<file path="src/rtl/move_ctrl_pkg.sv">
// Shared game parameters for the grid mover: map defaults, direction bit indices, FSM encodings.
// No latency or backpressure of its own: types, constants and helpers only.
package move_ctrl_pkg;

  localparam int MAP_W_DEF = 16;
  localparam int MAP_H_DEF = 16;

  // Bit positions inside the 4-bit {right, up, down, left} direction vectors
  localparam int DIR_LEFT  = 0;
  localparam int DIR_DOWN  = 1;
  localparam int DIR_UP    = 2;
  localparam int DIR_RIGHT = 3;

  typedef enum logic [1:0] {
    ST_IDLE = 2'd0,
    ST_MOVE = 2'd1,
    ST_COOL = 2'd2
  } state_e;

  function automatic logic is_onehot4(input logic [3:0] v);
    return (v != 4'd0) && ((v & (v - 4'd1)) == 4'd0);
  endfunction

endpackage

</file>
<file path="src/rtl/move_allow.sv">
// Combinational permitted-direction mask from position, map bounds and the obstacle mask.
// Zero latency, no handshake.
module move_allow
  import move_ctrl_pkg::*;
#(
  parameter int MAP_WIDTH  = MAP_W_DEF,
  parameter int MAP_HEIGHT = MAP_H_DEF,
  parameter int COORD_W    = 4,
  parameter int WRAP_MODE  = 0
) (
  input  logic [COORD_W-1:0] pos_x_i,
  input  logic [COORD_W-1:0] pos_y_i,
  input  logic [3:0]         obstacle_i,
  output logic [3:0]         allow_o
);

  localparam logic [COORD_W-1:0] X_MAX = COORD_W'(MAP_WIDTH - 1);
  localparam logic [COORD_W-1:0] Y_MAX = COORD_W'(MAP_HEIGHT - 1);

  logic [3:0] edge_ok;

  always_comb begin
    edge_ok = 4'b1111;
    // With wrapping enabled every edge leads somewhere, so only obstacles block
    if (WRAP_MODE == 0) begin
      edge_ok[DIR_LEFT]  = (pos_x_i != '0);
      edge_ok[DIR_RIGHT] = (pos_x_i != X_MAX);
      edge_ok[DIR_UP]    = (pos_y_i != '0);
      edge_ok[DIR_DOWN]  = (pos_y_i != Y_MAX);
    end
    allow_o = edge_ok & ~obstacle_i;
  end

endmodule

</file>
<file path="src/rtl/move_ctrl.sv">
// Grid-position mover: accepts one-step move requests, applies them, then enforces a cooldown.
// Move lands 2 cycles after accept; req_ready is low through MOVE and COOLDOWN cycles of COOL.
module move_ctrl
  import move_ctrl_pkg::*;
#(
  parameter int MAP_WIDTH  = MAP_W_DEF,
  parameter int MAP_HEIGHT = MAP_H_DEF,
  parameter int COORD_W    = 4,
  parameter int WRAP_MODE  = 0,
  parameter int COOLDOWN   = 4,
  parameter int INIT_X     = 0,
  parameter int INIT_Y     = 0
) (
  input  logic               clk,
  input  logic               rst_n,
  input  logic               req_valid,
  input  logic [3:0]         req_dir,
  output logic               req_ready,
  input  logic [3:0]         obstacle,
  output logic [COORD_W-1:0] pos_x,
  output logic [COORD_W-1:0] pos_y,
  output logic [3:0]         allow,
  output logic               move_done,
  output logic               move_reject
);

  localparam int CNT_W      = (COOLDOWN > 0) ? $clog2(COOLDOWN + 1) : 1;
  localparam int CNT_LAST_I = (COOLDOWN > 0) ? COOLDOWN - 1 : 0;
  localparam logic [CNT_W-1:0]   CNT_LAST = CNT_W'(CNT_LAST_I);
  localparam logic [COORD_W-1:0] X_MAX    = COORD_W'(MAP_WIDTH - 1);
  localparam logic [COORD_W-1:0] Y_MAX    = COORD_W'(MAP_HEIGHT - 1);

  state_e             state_q, state_d;
  logic [COORD_W-1:0] pos_x_q, pos_x_d;
  logic [COORD_W-1:0] pos_y_q, pos_y_d;
  logic [3:0]         dir_q, dir_d;
  logic [CNT_W-1:0]   cnt_q, cnt_d;
  logic               done_q, done_d;
  logic               rej_q, rej_d;
  logic [COORD_W-1:0] step_x, step_y;

  move_allow #(
    .MAP_WIDTH (MAP_WIDTH),
    .MAP_HEIGHT(MAP_HEIGHT),
    .COORD_W   (COORD_W),
    .WRAP_MODE (WRAP_MODE)
  ) u_allow (
    .pos_x_i   (pos_x_q),
    .pos_y_i   (pos_y_q),
    .obstacle_i(obstacle),
    .allow_o   (allow)
  );

  // Wrap targets are the map edges, not the coordinate range; in blocking mode
  // the wrap branches are unreachable because allow already refused the move.
  always_comb begin
    step_x = pos_x_q;
    step_y = pos_y_q;
    if (dir_q[DIR_RIGHT]) begin
      step_x = (pos_x_q == X_MAX) ? '0 : pos_x_q + COORD_W'(1);
    end else if (dir_q[DIR_LEFT]) begin
      step_x = (pos_x_q == '0) ? X_MAX : pos_x_q - COORD_W'(1);
    end else if (dir_q[DIR_UP]) begin
      step_y = (pos_y_q == '0) ? Y_MAX : pos_y_q - COORD_W'(1);
    end else if (dir_q[DIR_DOWN]) begin
      step_y = (pos_y_q == Y_MAX) ? '0 : pos_y_q + COORD_W'(1);
    end
  end

  always_comb begin
    state_d   = state_q;
    pos_x_d   = pos_x_q;
    pos_y_d   = pos_y_q;
    dir_d     = dir_q;
    cnt_d     = cnt_q;
    done_d    = 1'b0;
    rej_d     = 1'b0;
    req_ready = 1'b0;
    case (state_q)
      ST_IDLE: begin
        req_ready = 1'b1;
        if (req_valid) begin
          if (is_onehot4(req_dir) && ((req_dir & allow) != 4'd0)) begin
            dir_d   = req_dir;
            state_d = ST_MOVE;
          end else begin
            rej_d = 1'b1;
          end
        end
      end
      ST_MOVE: begin
        pos_x_d = step_x;
        pos_y_d = step_y;
        done_d  = 1'b1;
        cnt_d   = '0;
        state_d = (COOLDOWN == 0) ? ST_IDLE : ST_COOL;
      end
      ST_COOL: begin
        if (cnt_q == CNT_LAST) begin
          cnt_d   = '0;
          state_d = ST_IDLE;
        end else begin
          cnt_d = cnt_q + CNT_W'(1);
        end
      end
      default: state_d = ST_IDLE;
    endcase
  end

  always_ff @(posedge clk or negedge rst_n) begin
    if (!rst_n) begin
      state_q <= ST_IDLE;
      pos_x_q <= COORD_W'(INIT_X);
      pos_y_q <= COORD_W'(INIT_Y);
      dir_q   <= 4'd0;
      cnt_q   <= '0;
      done_q  <= 1'b0;
      rej_q   <= 1'b0;
    end else begin
      state_q <= state_d;
      pos_x_q <= pos_x_d;
      pos_y_q <= pos_y_d;
      dir_q   <= dir_d;
      cnt_q   <= cnt_d;
      done_q  <= done_d;
      rej_q   <= rej_d;
    end
  end

  assign pos_x       = pos_x_q;
  assign pos_y       = pos_y_q;
  assign move_done   = done_q;
  assign move_reject = rej_q;

endmodule

</file>
<file path="config.mk">
export PLATFORM = sky130hd
export DESIGN_NAME = move_ctrl
export DESIGN_NICKNAME = d
export VERILOG_FILES = /design/src/rtl/move_ctrl_pkg.sv /design/src/rtl/move_allow.sv /design/src/rtl/move_ctrl.sv
export SDC_FILE = /design/constraint.sdc
export NUM_CORES = 1
export LEC_CHECK = 0
export CAP_MARGIN = 20
export CORE_ASPECT_RATIO = 1.2
export CORE_UTILIZATION = 52
export CTS_BUF_LIST = sky130_fd_sc_hd__clkbuf_4
export DETAILED_ROUTE_END_ITERATION = 10
export PLACE_DENSITY = 0.8
export SLEW_MARGIN = 10
export SYNTH_ARGS = -nofsm -noshare
export SYNTH_HDL_FRONTEND = slang
export SYNTH_SLANG_ARGS = --single-unit
</file>
<file path="constraint.sdc">
create_clock -name clk -period 2.4 [get_ports clk]
set_input_delay 0.24 -clock clk [delete_from_list [all_inputs] [get_ports clk]]
set_output_delay 0.24 -clock clk [all_outputs]
set_load 0.05 [all_outputs]
</file>
==> impl_metrics.prom, run 1 <==
# TYPE chip_impl_metric gauge
chip_impl_metric{name="max-vdd-ir-drop",unit="uV"} 911
chip_impl_metric{name="numClockSinks",unit=""} 19
chip_impl_metric{name="antennaDiodeCount",unit=""} 0
chip_impl_metric{name="synth-adder-area-share",unit=""} 0.0853
chip_impl_info{name="cts_root_buf",value="sky130_fd_sc_hd__clkbuf_4"} 1
chip_impl_metric{name="seq_total_area_yosys",unit=""} 0.405
chip_impl_metric{name="post_synth.cell_area_avg",unit="um2"} 9.70
chip_impl_info{name="crit_chain",value="inv_1, ha_1, clkdlybuf4s50_1"} 1
chip_impl_metric{name="area_occupied_by_multi_input_gates",unit="um2"} 664
chip_impl_metric{name="post_synthesis_register_bit_count",unit=""} 19
chip_impl_metric{name="synth.area.mux_share",unit=""} 0.0565
chip_impl_metric{name="yosys.area_share.xor_xnor",unit=""} 0.0373
chip_impl_metric{name="fp.dieArea",unit="um2"} 2450
chip_impl_info{name="outcome",value="complete, no violations"} 1
chip_impl_metric{name="number_of_global_route_vias_before_repair",unit=""} 963
chip_impl_metric{name="cp_data_required_time",unit="ps"} 2160
chip_impl_metric{name="cts_max_level",unit=""} 1
chip_impl_metric{name="synthesis.area",unit="um2"} 1170
chip_impl_metric{name="postSynthNetCount",unit=""} 140
chip_impl_metric{name="initial_core_util",unit=""} 0.560
chip_impl_metric{name="numCtsBuffers",unit=""} 3
chip_impl_metric{name="sequential_cell_area",unit="um2"} 477
chip_impl_metric{name="first_pass_grt_wire_length",unit="um"} 4130
chip_impl_metric{name="clock_path_buffers",unit=""} 2
chip_impl_info{name="critPathTopFamily",value="buffers and inverters"} 1
chip_impl_metric{name="timing.clock.skew",unit="ps"} 7.66
chip_impl_metric{name="setup_viol_count_final",unit=""} 0
chip_impl_metric{name="worstPathBufferInverterCount",unit=""} 2
chip_impl_info{name="grt_setup_unrepaired",value="false"} 1
chip_impl_metric{name="syn_inst",unit=""} 121
chip_impl_info{name="cp-start-kind",value="flip-flop"} 1
chip_impl_metric{name="replace_congestion",unit=""} 0.890
chip_impl_metric{name="synth-simple-area-share",unit=""} 0.125
chip_impl_info{name="layout_commonest_cell",value="sky130_fd_sc_hd__clkdlybuf4s50_1"} 1
chip_impl_info{name="final_cell_mix",value="21 x sky130_fd_sc_hd__clkdlybuf4s50_1, 18 x sky130_fd_sc_hd__dfrtp_1, 15 x sky130_fd_sc_hd__inv_1"} 1
chip_impl_metric{name="cellPowerDensity",unit="nW/um2"} 1350
chip_impl_metric{name="fp.dieW",unit="um"} 45.4
chip_impl_metric{name="die_height",unit="um"} 54.0
chip_impl_metric{name="ys_warn_count",unit=""} 0
chip_impl_metric{name="num_vias",unit=""} 992
chip_impl_metric{name="boundaryPins",unit=""} 26
chip_impl_metric{name="crit_fanout",unit=""} 5
chip_impl_metric{name="fin_nets",unit=""} 170
chip_impl_metric{name="gr-total-overflow",unit=""} 0
chip_impl_metric{name="worstSkewPairLatency",unit="ps"} 280
chip_impl_metric{name="grt_util_all_layers",unit=""} 0.228
chip_impl_metric{name="finalHoldViolCount",unit=""} 0
chip_impl_metric{name="antenna_found_initial",unit=""} 0
chip_impl_metric{name="holdWs",unit="ps"} 280
chip_impl_metric{name="max-slew-margin-rel",unit=""} 0.528
chip_impl_metric{name="final_layout_size_suffix_gt1_frac",unit=""} 0.100
chip_impl_metric{name="post_cts.repair.setup_buffers",unit=""} 0
chip_impl_info{name="synth_top_family_by_area",value="compound AO/OA/AOI/OAI gates"} 1
chip_impl_metric{name="post-route-period-util",unit=""} 0.899
chip_impl_metric{name="power_leakage",unit="nW"} 0.649
chip_impl_metric{name="worst-r2r-setup-slack",unit="ps"} 320
chip_impl_metric{name="report.final.slew_viol_count",unit=""} 0
chip_impl_info{name="cell_type_with_the_largest_total_area_after_synthesis",value="sky130_fd_sc_hd__dfrtp_1"} 1
chip_impl_metric{name="synth.lib_cells_used.distinct",unit=""} 37
chip_impl_info{name="setup.worst_path.end_class",value="primary output"} 1
chip_impl_metric{name="cp_data_arrival_time",unit="ps"} 1920
chip_impl_metric{name="pin_count_of_the_biggest_net_entering_global_routing",unit=""} 20
chip_impl_metric{name="route.detailed.vias_per_inst",unit=""} 5.51
chip_impl_metric{name="timing.final.crit_period",unit="ps"} 2160
chip_impl_metric{name="first_iter_violations",unit=""} 17
chip_impl_metric{name="syn_to_final_growth",unit="%"} 30.3
chip_impl_metric{name="clk_pin_slew",unit="ps"} 110
chip_impl_info{name="tritoncts",value="done"} 1
chip_impl_info{name="hold_path.class",value="primary input to asynchronous set/reset pin"} 1
chip_impl_metric{name="floorplan.rows",unit=""} 18
chip_impl_metric{name="achievable-frequency",unit="MHz"} 463
chip_impl_metric{name="synth_compound_gate_area_share",unit=""} 0.237
chip_impl_info{name="worst_path_max_delay_cell",value="sky130_fd_sc_hd__clkdlybuf4s50_1"} 1
chip_impl_metric{name="area_share_of_the_largest_cell_type_after_synthesis",unit=""} 0.405
chip_impl_metric{name="drtAntennaViolNets",unit=""} 0
chip_impl_metric{name="timing.max_cap.violations",unit=""} 0
chip_impl_metric{name="portBuffers",unit=""} 25
chip_impl_metric{name="max_slew.worst_pin.slew",unit="ps"} 703
chip_impl_metric{name="dp.final_hpwl",unit="um"} 1870
chip_impl_metric{name="filler_cell_count",unit=""} 168
chip_impl_metric{name="routed_wire_length_per_instance",unit="um"} 13.7
chip_impl_metric{name="wirelength",unit="um"} 2460
chip_impl_metric{name="number_of_search_and_repair_iterations_in_the_first_detailed_routing_pass",unit=""} 4
chip_impl_info{name="yosys-top-cells-area",value="sky130_fd_sc_hd__dfrtp_1 41%, sky130_fd_sc_hd__ha_1 8.5%, sky130_fd_sc_hd__inv_1 4.8%, sky130_fd_sc_hd__o21ai_0 4.7%, sky130_fd_sc_hd__mux2_1 3.8%"} 1
chip_impl_info{name="path_class",value="flip-flop to primary output"} 1
chip_impl_metric{name="summed_negative_setup_slack_over_all_endpoints",unit="ps"} 0
chip_impl_metric{name="detail_route.drc_violations",unit=""} 0
chip_impl_metric{name="fp.coreArea",unit="um2"} 2090
chip_impl_metric{name="crit_path_max_incr_delay",unit="ps"} 850
==> metal layers <==
| layer | GRT usage | up-vias | wire [um] |
|---|---|---|---|
| met4 | 0.0606 | 0 | 0 |
| met1 | 0.308 | 482 | 1210 |
| met2 | 0.377 | 15 | 1190 |
| li1 | - | 495 | - |
| met5 | 0 | - | 0 |
| met3 | 0.0336 | 0 | 57 |
==> logic make-up after synthesis <==
| family | count (synthesis) |
|---|---|
| buffers and inverters | 17 |
| XOR/XNOR | 5 |
| AND/OR/NAND/NOR | 27 |
| AO/OA/AOI/OAI | 39 |
| adder cells (fa/ha/maj) | 8 |
| multiplexers | 6 |
| flip-flops | 19 |
==> sequential cells by signal, indices dropped and copies added (netlist names) <==
name	cells
dir_q	4
pos_x	4
pos_y	4
cnt_q	3
state_q	2
move_done	1
move_reject	1
==> final timing paths <==
path	depth (start not counted)	endpoint	from
max	3	req_ready	state_q[0]$_DFFE_PN0P_
min	2	dir_q[2]$_DFFE_PN0P_	rst_n
max reg2reg	7	dir_q[3]$_DFFE_PN0P_	pos_x[0]$_DFFE_PN0P_
min reg2reg	1	cnt_q[0]$_DFFE_PN0P_	cnt_q[0]$_DFFE_PN0P_
max in group asynchronous	2	pos_y[0]$_DFFE_PN0P_	rst_n
min in group clk	1	cnt_q[0]$_DFFE_PN0P_	cnt_q[0]$_DFFE_PN0P_
==> final cells by class <==
class,instances,area share
tap,30,0.0245
timing repair buffer,26,0.170
sequential,19,0.312
inverter,16,0.0393
clock buffer,4,0.0196
multi-input combinational,85,0.435
==> report_power, final <==
| part | switching, mW | internal, mW | total (mW) | leakage [nW] |
|---|---|---|---|---|
| Combinational | 0.761 | 0.450 | 1.21 | 0.394 |
| Sequential | 0.227 | 0.457 | 0.683 | 0.236 |
| Clock | 0.0896 | 0.0757 | 0.165 | 0.0184 |
| Total | 1.08 | 0.982 | 2.06 | 0.649 |
==> through the flow <==
stage                     utilization  power, mW  worst slack (ps)  cell area (um2)  cells
final                           0.730       2.06               242             1530    180
after CTS                       0.728       2.07              42.3             1520    180
after global routing            0.730       2.21               158             1530    180
after global placement          0.714       1.87               325             1500    176
after detailed placement        0.714       1.90               318             1500    176
after floorplan                     -       1.53              16.6             1200    121
==> what timing repair did <==
action,in CTS,in global routing
hold buffers,0,0
resized for setup,2,2
endpoints found under the setup margin,2,2
==> synthesized netlist by cell type <==
cell / count
sky130_fd_sc_hd__a21boi_0: 1
sky130_fd_sc_hd__a21oi_1: 8
sky130_fd_sc_hd__a221o_2: 1
sky130_fd_sc_hd__a22oi_1: 1
sky130_fd_sc_hd__a311o_1: 1
sky130_fd_sc_hd__a31oi_1: 4
sky130_fd_sc_hd__a31oi_4: 1
sky130_fd_sc_hd__a32o_1: 1
sky130_fd_sc_hd__clkbuf_1: 1
sky130_fd_sc_hd__dfrtp_1: 19
sky130_fd_sc_hd__ha_1: 8
sky130_fd_sc_hd__inv_1: 15
sky130_fd_sc_hd__inv_2: 1
sky130_fd_sc_hd__mux2_1: 4
sky130_fd_sc_hd__mux2_2: 1
sky130_fd_sc_hd__mux2i_1: 1
sky130_fd_sc_hd__nand2_1: 10
sky130_fd_sc_hd__nand2b_1: 1
sky130_fd_sc_hd__nand3_1: 5
sky130_fd_sc_hd__nand4_4: 1
sky130_fd_sc_hd__nor2_1: 5
sky130_fd_sc_hd__nor2b_1: 1
sky130_fd_sc_hd__nor3_1: 1
sky130_fd_sc_hd__nor3b_1: 1
sky130_fd_sc_hd__nor4_1: 1
sky130_fd_sc_hd__nor4_2: 1
sky130_fd_sc_hd__o2111ai_1: 2
sky130_fd_sc_hd__o211ai_1: 1
sky130_fd_sc_hd__o21ai_0: 11
sky130_fd_sc_hd__o21ai_4: 1
sky130_fd_sc_hd__o21bai_1: 1
sky130_fd_sc_hd__o2bb2ai_1: 1
sky130_fd_sc_hd__o311ai_0: 1
sky130_fd_sc_hd__o31ai_1: 2
sky130_fd_sc_hd__o41ai_1: 1
sky130_fd_sc_hd__xnor2_1: 3
sky130_fd_sc_hd__xor2_1: 2
No activity file was read; power rests on OpenSTA's default activity.
==> run 2: changes to the inputs <==
--- a/config.mk
+++ b/config.mk
@@ -10,6 +10,7 @@
 export CORE_UTILIZATION = 52
 export CTS_BUF_LIST = sky130_fd_sc_hd__clkbuf_4
 export DETAILED_ROUTE_END_ITERATION = 10
+export GPL_ROUTABILITY_DRIVEN = 0
 export PLACE_DENSITY = 0.8
 export SLEW_MARGIN = 10
 export SYNTH_ARGS = -nofsm -noshare
==> results of run 2 <==
The final DEF is identical to that of run 1; final timing and power are the same.
